===== src/rtl/sat_round_narrow.sv =====
// sat_round_narrow
//   Multi-lane narrowing stage. Each signed IN_W-bit lane gets a rounding
//   arithmetic right shift (round-half-up), an optional ReLU, and a
//   saturation to the signed OUT_W range. The block is a two-stage pipeline
//   with valid/ready handshakes on both sides, and it keeps a running count
//   of lanes that had to be clamped.
//
// Ports
//   clk       : clock, rising edge active
//   rst_n     : asynchronous reset, active low
//   in_valid  : input word valid
//   in_ready  : block accepts the input word this cycle
//   in_data   : LANES packed signed lanes, lane k at [k*IN_W +: IN_W]
//   relu_en   : zero negative results; sampled together with in_data
//   out_valid : output word valid
//   out_ready : downstream accepts the output word
//   out_data  : LANES packed signed lanes, lane k at [k*OUT_W +: OUT_W]
//   sat_cnt   : saturating count of clamped lanes
//   sat_clr   : synchronous clear of sat_cnt, wins over an increment
module sat_round_narrow #(
  parameter int LANES = 4,
  parameter int IN_W  = 18,
  parameter int OUT_W = 16,
  parameter int SHIFT = 0,
  parameter int CNT_W = 16
) (
  input  logic                   clk,
  input  logic                   rst_n,
  input  logic                   in_valid,
  output logic                   in_ready,
  input  logic [LANES*IN_W-1:0]  in_data,
  input  logic                   relu_en,
  output logic                   out_valid,
  input  logic                   out_ready,
  output logic [LANES*OUT_W-1:0] out_data,
  output logic [CNT_W-1:0]       sat_cnt,
  input  logic                   sat_clr
);

  // Width needed to hold a per-word count of saturated lanes (0..LANES).
  localparam int NS_W  = $clog2(LANES + 1);
  // Counter adder is wide enough that sat_cnt + n_sat can never wrap.
  localparam int SUM_W = ((CNT_W > NS_W) ? CNT_W : NS_W) + 1;

  // Half an LSB of the shifted result; zero when no shift is applied.
  localparam logic signed [IN_W:0] RND     = (IN_W+1)'((1 << SHIFT) >> 1);
  localparam logic signed [IN_W:0] SAT_MAX = (IN_W+1)'((1 << (OUT_W-1)) - 1);
  // Bitwise inverse of 2^(OUT_W-1)-1 is -2^(OUT_W-1).
  localparam logic signed [IN_W:0] SAT_MIN = ~SAT_MAX;
  localparam logic [CNT_W-1:0]     CNT_MAX = '1;

  logic                   pipe_en;
  logic                   v1;
  logic                   v2;
  logic                   relu1;
  logic signed [IN_W:0]   x_ext   [LANES];
  logic signed [IN_W:0]   r_next  [LANES];
  logic signed [IN_W:0]   r1      [LANES];
  logic [OUT_W-1:0]       lane_out[LANES];
  logic [LANES-1:0]       sat_hit;
  logic [NS_W-1:0]        n_sat;
  logic [SUM_W-1:0]       cnt_sum;
  logic [CNT_W-1:0]       cnt_next;
  logic [CNT_W-1:0]       cnt_q;
  logic [LANES*OUT_W-1:0] out_q;

  // Whole pipeline advances together; it only stalls when the output slot
  // is full and downstream is not taking it.
  assign pipe_en   = !v2 || out_ready;
  assign in_ready  = pipe_en;
  assign out_valid = v2;
  assign out_data  = out_q;
  assign sat_cnt   = cnt_q;

  // Stage 1 datapath: sign-extend by one bit so the rounding add cannot
  // overflow, then arithmetic shift.
  always_comb begin
    for (int k = 0; k < LANES; k++) begin
      x_ext[k]  = $signed({in_data[k*IN_W + IN_W - 1], in_data[k*IN_W +: IN_W]});
      r_next[k] = (x_ext[k] + RND) >>> SHIFT;
    end
  end

  // Stage 2 datapath: clamp each lane, then apply ReLU on the clamped value.
  // Only the clamp counts as a saturation event.
  always_comb begin
    sat_hit = '0;
    n_sat   = '0;
    for (int k = 0; k < LANES; k++) begin
      if (r1[k] > SAT_MAX) begin
        lane_out[k] = SAT_MAX[OUT_W-1:0];
        sat_hit[k]  = 1'b1;
      end else if (r1[k] < SAT_MIN) begin
        lane_out[k] = SAT_MIN[OUT_W-1:0];
        sat_hit[k]  = 1'b1;
      end else begin
        lane_out[k] = r1[k][OUT_W-1:0];
      end
      if (relu1 && lane_out[k][OUT_W-1]) begin
        lane_out[k] = '0;
      end
      n_sat = n_sat + NS_W'(sat_hit[k]);
    end
  end

  // Saturating accumulate of the event count.
  always_comb begin
    cnt_sum  = SUM_W'(cnt_q) + SUM_W'(n_sat);
    cnt_next = (cnt_sum > SUM_W'(CNT_MAX)) ? CNT_MAX : cnt_sum[CNT_W-1:0];
  end

  // Stage 1 registers: valid, ReLU flag and the rounded/shifted lanes.
  always_ff @(posedge clk or negedge rst_n) begin
    if (!rst_n) begin
      v1    <= 1'b0;
      relu1 <= 1'b0;
      for (int k = 0; k < LANES; k++) begin
        r1[k] <= '0;
      end
    end else if (pipe_en) begin
      v1    <= in_valid;
      relu1 <= relu_en;
      for (int k = 0; k < LANES; k++) begin
        r1[k] <= r_next[k];
      end
    end
  end

  // Stage 2 registers: output valid and the narrowed lanes.
  always_ff @(posedge clk or negedge rst_n) begin
    if (!rst_n) begin
      v2    <= 1'b0;
      out_q <= '0;
    end else if (pipe_en) begin
      v2 <= v1;
      for (int k = 0; k < LANES; k++) begin
        out_q[k*OUT_W +: OUT_W] <= lane_out[k];
      end
    end
  end

  // A word is counted exactly once, on the edge where it moves into stage 2.
  // Bubbles (v1=0) and held words never add.
  always_ff @(posedge clk or negedge rst_n) begin
    if (!rst_n) begin
      cnt_q <= '0;
    end else if (sat_clr) begin
      cnt_q <= '0;
    end else if (pipe_en && v1) begin
      cnt_q <= cnt_next;
    end
  end

endmodule


===== config.mk =====
export PLATFORM = sky130hd
export DESIGN_NAME = sat_round_narrow
export DESIGN_NICKNAME = d
export VERILOG_FILES = /design/src/rtl/sat_round_narrow.sv
export SDC_FILE = /design/constraint.sdc
export NUM_CORES = 1
export LEC_CHECK = 0
export ABC_AREA = 1
export CAP_MARGIN = 20
export CORE_MARGIN = 2
export CORE_UTILIZATION = 35
export DETAILED_ROUTE_END_ITERATION = 12
export GPL_TIMING_DRIVEN = 0
export PLACE_DENSITY = 0.69
export SYNTH_ARGS = -nofsm -noshare
export SYNTH_HDL_FRONTEND = slang
export SYNTH_SLANG_ARGS = --single-unit

===== constraint.sdc =====
create_clock -name clk -period 7.1 [get_ports clk]
set_clock_uncertainty 0.2 [all_clocks]
set_input_delay 1.775 -clock clk [delete_from_list [all_inputs] [get_ports clk]]
set_output_delay 1.775 -clock clk [all_outputs]
set_load 0.005 [all_outputs]

After elaboration in Yosys (flattened, before gate mapping)
Cells that the tools add are included.
Widths: inputs -> output; s select.
Word-level totals
  bits in registers: 155
  output and inout port bits: 82
  input port bits: 78
  word-level logic and storage cells: 53
Cells by class
  multiplexer cells: 23
  add/sub/neg operators: 4
  reduce and logical (&&, ||, !) cells: 8
  magnitude comparators: 9
Operators with widths (count)
  $mux 16: 15
  $gt 18x16->1 const B: 4
  $lt 18x16->1 const B: 4
  $add 16x3->17: 1
  $gt 17x16->1 const B: 1
  $mux 1: 8
  $logic_and 1x1->1: 5
  $add 2x1->3: 1
  $add 3x1->3: 1
  $add 1x1->2: 1
  $reduce_bool 2->1: 1
  $logic_not 1->1: 1
  $logic_or 1x1->1: 1

Logic depth before layout (Yosys ltp)
  depth after elaboration: 11
  gate-level depth with buffers: 18
  mapped depth without buffers: 17

Worst setup path after synthesis
Ideal clock, no wire load.
  path type: input to output
  start: input port out_ready
  end: output port in_ready
  stages: 3
  slack: 2.880 ns
  arrival time: 2.245 ns
  required time: 5.125 ns
  path buffers: 1
  cells stage by stage: nor2_8 -> inv_4 -> clkbuf_1
On the way
  longest elaborated chain between the ends: 1
Ends and longest elaborated chain
  start: declaration: line 34  | input logic out_ready,
  $logic_or 1x1->1: line 69  | assign pipe_en = !v2 || out_ready;
  end: declaration: line 30  | output logic in_ready,
Every way passes these cells.

Final worst setup path
Ends and elaborated chain as after synthesis.

==> flow_summary_export.csv <==
group,metric,value,unit
outcome,status,"finished, final reports clean",
routing,wire_per_inst,14.9,um
floorplanning,die_y,141,um
routing,final_antenna_net_count,0,
floorplanning,fp.dieW,141,um
cts,tritoncts,"built",
sta,rsz0062_at_grt,"no",
finish,fin_area,9110,um2
synthesis,syn-num-nets,850,
synthesis,ys_ff_latch,155,
critical_path,cp_cell_sequence,"clkdlybuf4s50_1 -> nor2_8 -> inv_4 -> clkbuf_1 -> clkdlybuf4s50_1",
cts,cts_num_sinks,155,
synthesis,syn_avg_cell_area,8.61,um2
critical_path,path_buf_inv,4,
critical_path,max_stage_delay,590,ps
sta,fmax,180,MHz
sta,fin_tns_setup,0,ps
floorplanning,rows,50,
cts,cts_setup_buffers,0,
pwr,p_int,1880,uW
routing,viasPerCell,4.65,
floorplanning,dieArea,20000,um2
global_routing,grt.total_usage,0.185,
synthesis,syn_inst,768,
sta,setup_viol,0,
global_routing,antenna_found_initial,1,
flow_run,drv_cap,0,
placement,dp_hpwl,12.6,mm
pwr,share_comb_of_total_power,0.232,
sta,worst_slew_pin_slew,622,ps
critical_path,required,5120,ps
cts,cts_root_buf,"clkbuf_16",
global_routing,grt_start_max_net_pins,81,
synthesis,synthDistinctLibCells,31,
finish,final_core_util,0.488,
cts,hold_buffers,0,
critical_path,crit_family,"buffers and inverters",
routing,drc,0,
pwr,p_clk_frac,0.342,
placement,placed_cell_area,8530,um2
finish,fill_cells,1807,
pwr,p_total,2650,uW
hold_path,hp-start,"r1[30]",
pwr,p_sw,767,uW
floorplanning,initial_utilization,0.354,
sta,final_max_slew_viol_count,0,
finish,synthToLayoutAreaGrowth,37.8,%
finish,antenna_cells,0,
routing,drt_pass1_iterations,5,
finish,multi_input_area,2420,um2
global_routing,grt_pass1_wl,28.6,mm
placement,gp_congestion,0.821,
synthesis,seq_area_frac_synth,0.587,
pwr,cellLeakagePower,0.00438,uW
cts,htreeDepth,4,
cts,clk_latency,420,ps
routing,vias,5547,
critical_path,crit_type,"input port to primary output",
global_routing,grt_pass1_vias,5458,
cts,clock_path_buffers,2,
critical_path,endpoint_kind,"primary output",
sta,post-route-min-period,5550,ps
critical_path,cpMostUsedCell,"clkdlybuf4s50_1",
critical_path,reg2reg_from,"r1[36]",
placement,io_buffers,159,
pwr,p_per_area,291,nW/um2
critical_path,crit_path_max_fanout,10,
critical_path,critPathSlowestCell,"clkdlybuf4s50_1",
sta,maxSlewHeadroom,0.585,
sta,finalCritPeriodShare,0.781,
global_routing,overflow,0,
critical_path,worstSetupStartpointType,"input port",
floorplanning,coreArea,18600,um2
pwr,power_frac_seq,0.427,
floorplanning,io-pin-count,160,
sta,hold_violations,0,
cts,cts_buffers,17,
finish,final_nets,1029,
cts,cts_resized,0,
synthesis,syn_area,6610,um2
finish,drive_gt1_frac,0.0709,
routing,drt-total-wl,17.8,mm
critical_path,crit_arrival,3570,ps
pwr,ir_drop,0.172,mV
pwr,switching_share,0.289,
synthesis,ys.warnings.count,0,
cts,clk_pin_slew_worst_paths,60,ps
routing,initialDrtViolationCount,297,
finish,seqCellArea,3880,um2
critical_path,crit_start,"out_ready",
hold_path,hp-class,"flop to flop",
## flip-flops by register name, summed over array words and instances, names as in the netlist
signal     flops
r1            72
out_data      64
sat_cnt       16
out_valid      1
relu1          1
v1             1
## cells in the mapped netlist (all sizes together)
library cell / number / area, um2
nand2: 385 / 1450
dfrtp: 155 / 3880
o21ai: 91 / 455
nor2: 36 / 161
inv: 32 / 123
buf: 22 / 150
clkbuf: 11 / 41.3
nand3: 9 / 57.6
a21oi: 6 / 33.8
xor2: 4 / 35.0
fa: 3 / 60.1
nand4: 3 / 18.8
nor3: 3 / 31.3
o22ai: 3 / 60.1
xnor2: 2 / 17.5
a21o: 1 / 7.51
ha: 1 / 12.5
o211ai: 1 / 12.5
## power by group through the flow
stage | combinational (uW) | clock, uW | sequential (uW)
global placement | 608 | 0 | 1140
floorplan | 255 | 0 | 1140
CTS | 627 | 919 | 1130
finish | 614 | 906 | 1130
detailed placement | 624 | 0 | 1150
global route | 689 | 963 | 1150
## cells by family (layout without fill, tap and decap cells)
group | after synthesis | after routing | share of synthesized area
DFF | 155 | 155 | 0.587
adders and majority gates | 4 | 4 | 0.0110
xor gates and xnor gates | 6 | 6 | 0.00795
AOI/OAI and AO/OA | 102 | 102 | 0.0861
and+or+nand+nor | 436 | 436 | 0.261
buffers and inverters | 65 | 256 | 0.0475
## cell type report
class,instances,share of cell area
Buffer,33,0.0210
Tap cell,234,0.0322
Timing Repair Buffer,160,0.178
Clock buffer,19,0.0486
Multi-Input combinational cell,548,0.265
Inverter,32,0.0135
Sequential cell,155,0.426
Clock inverter,12,0.0151
## worst register-to-register path: stages, from the launching register on
cell	delay [ps]
dfrtp_1	430
a21oi_1	470
clkbuf_1	450
a21oi_1	160
fa_1	510
inv_1	50
fa_1	460
fa_1	460
nand2_1	130
nor2_2	50
nand2_1	120
inv_2	70
nand3_4	120
nand3_1	90
nand2_1	60
o21ai_1	80
## metal layers
metal	share of wire	wire length (um)	GRT usage
met1	0.46	8180	0.250
met2	0.47	8340	0.290
met3	0.047	841	0.0486
met4	0.026	463	0.0616
met5	0	0	0
## stage by stage
step                      hold WS, ps  instances  setup WS (ps)
after floorplan                   244        768           2880
after global placement            256       1161          -2420
after detailed placement          260       1162           1490
after CTS                         277       1193           1510
after global routing              294       1193           1440
final                             271       1193           1550
## layout by cell type (no fill, tap or decap), types with 12 or more instances in the layout
cell	count
clkbuf_1	12
nor2_1	33
nand2_1	384
clkdlybuf4s50_1	158
dfrtp_1	155
buf_2	12
o21ai_0	79
clkbuf_16	17
inv_1	30
o21ai_1	12
## worst paths after layout
kind / endpoint / slack [ps] / cells after the start
worst max register to register: sat_cnt[10] / 3060 / 15
worst max-delay path: in_ready / 1550 / 5
min in group asynchronous: out_data[56] / 1150 / 1
worst min-delay path: r1[30] / 270 / 2
worst min register to register: r1[30] / 270 / 2
max in group asynchronous: r1[41] / 4750 / 2
No activity file was read; power rests on OpenSTA's default activity.
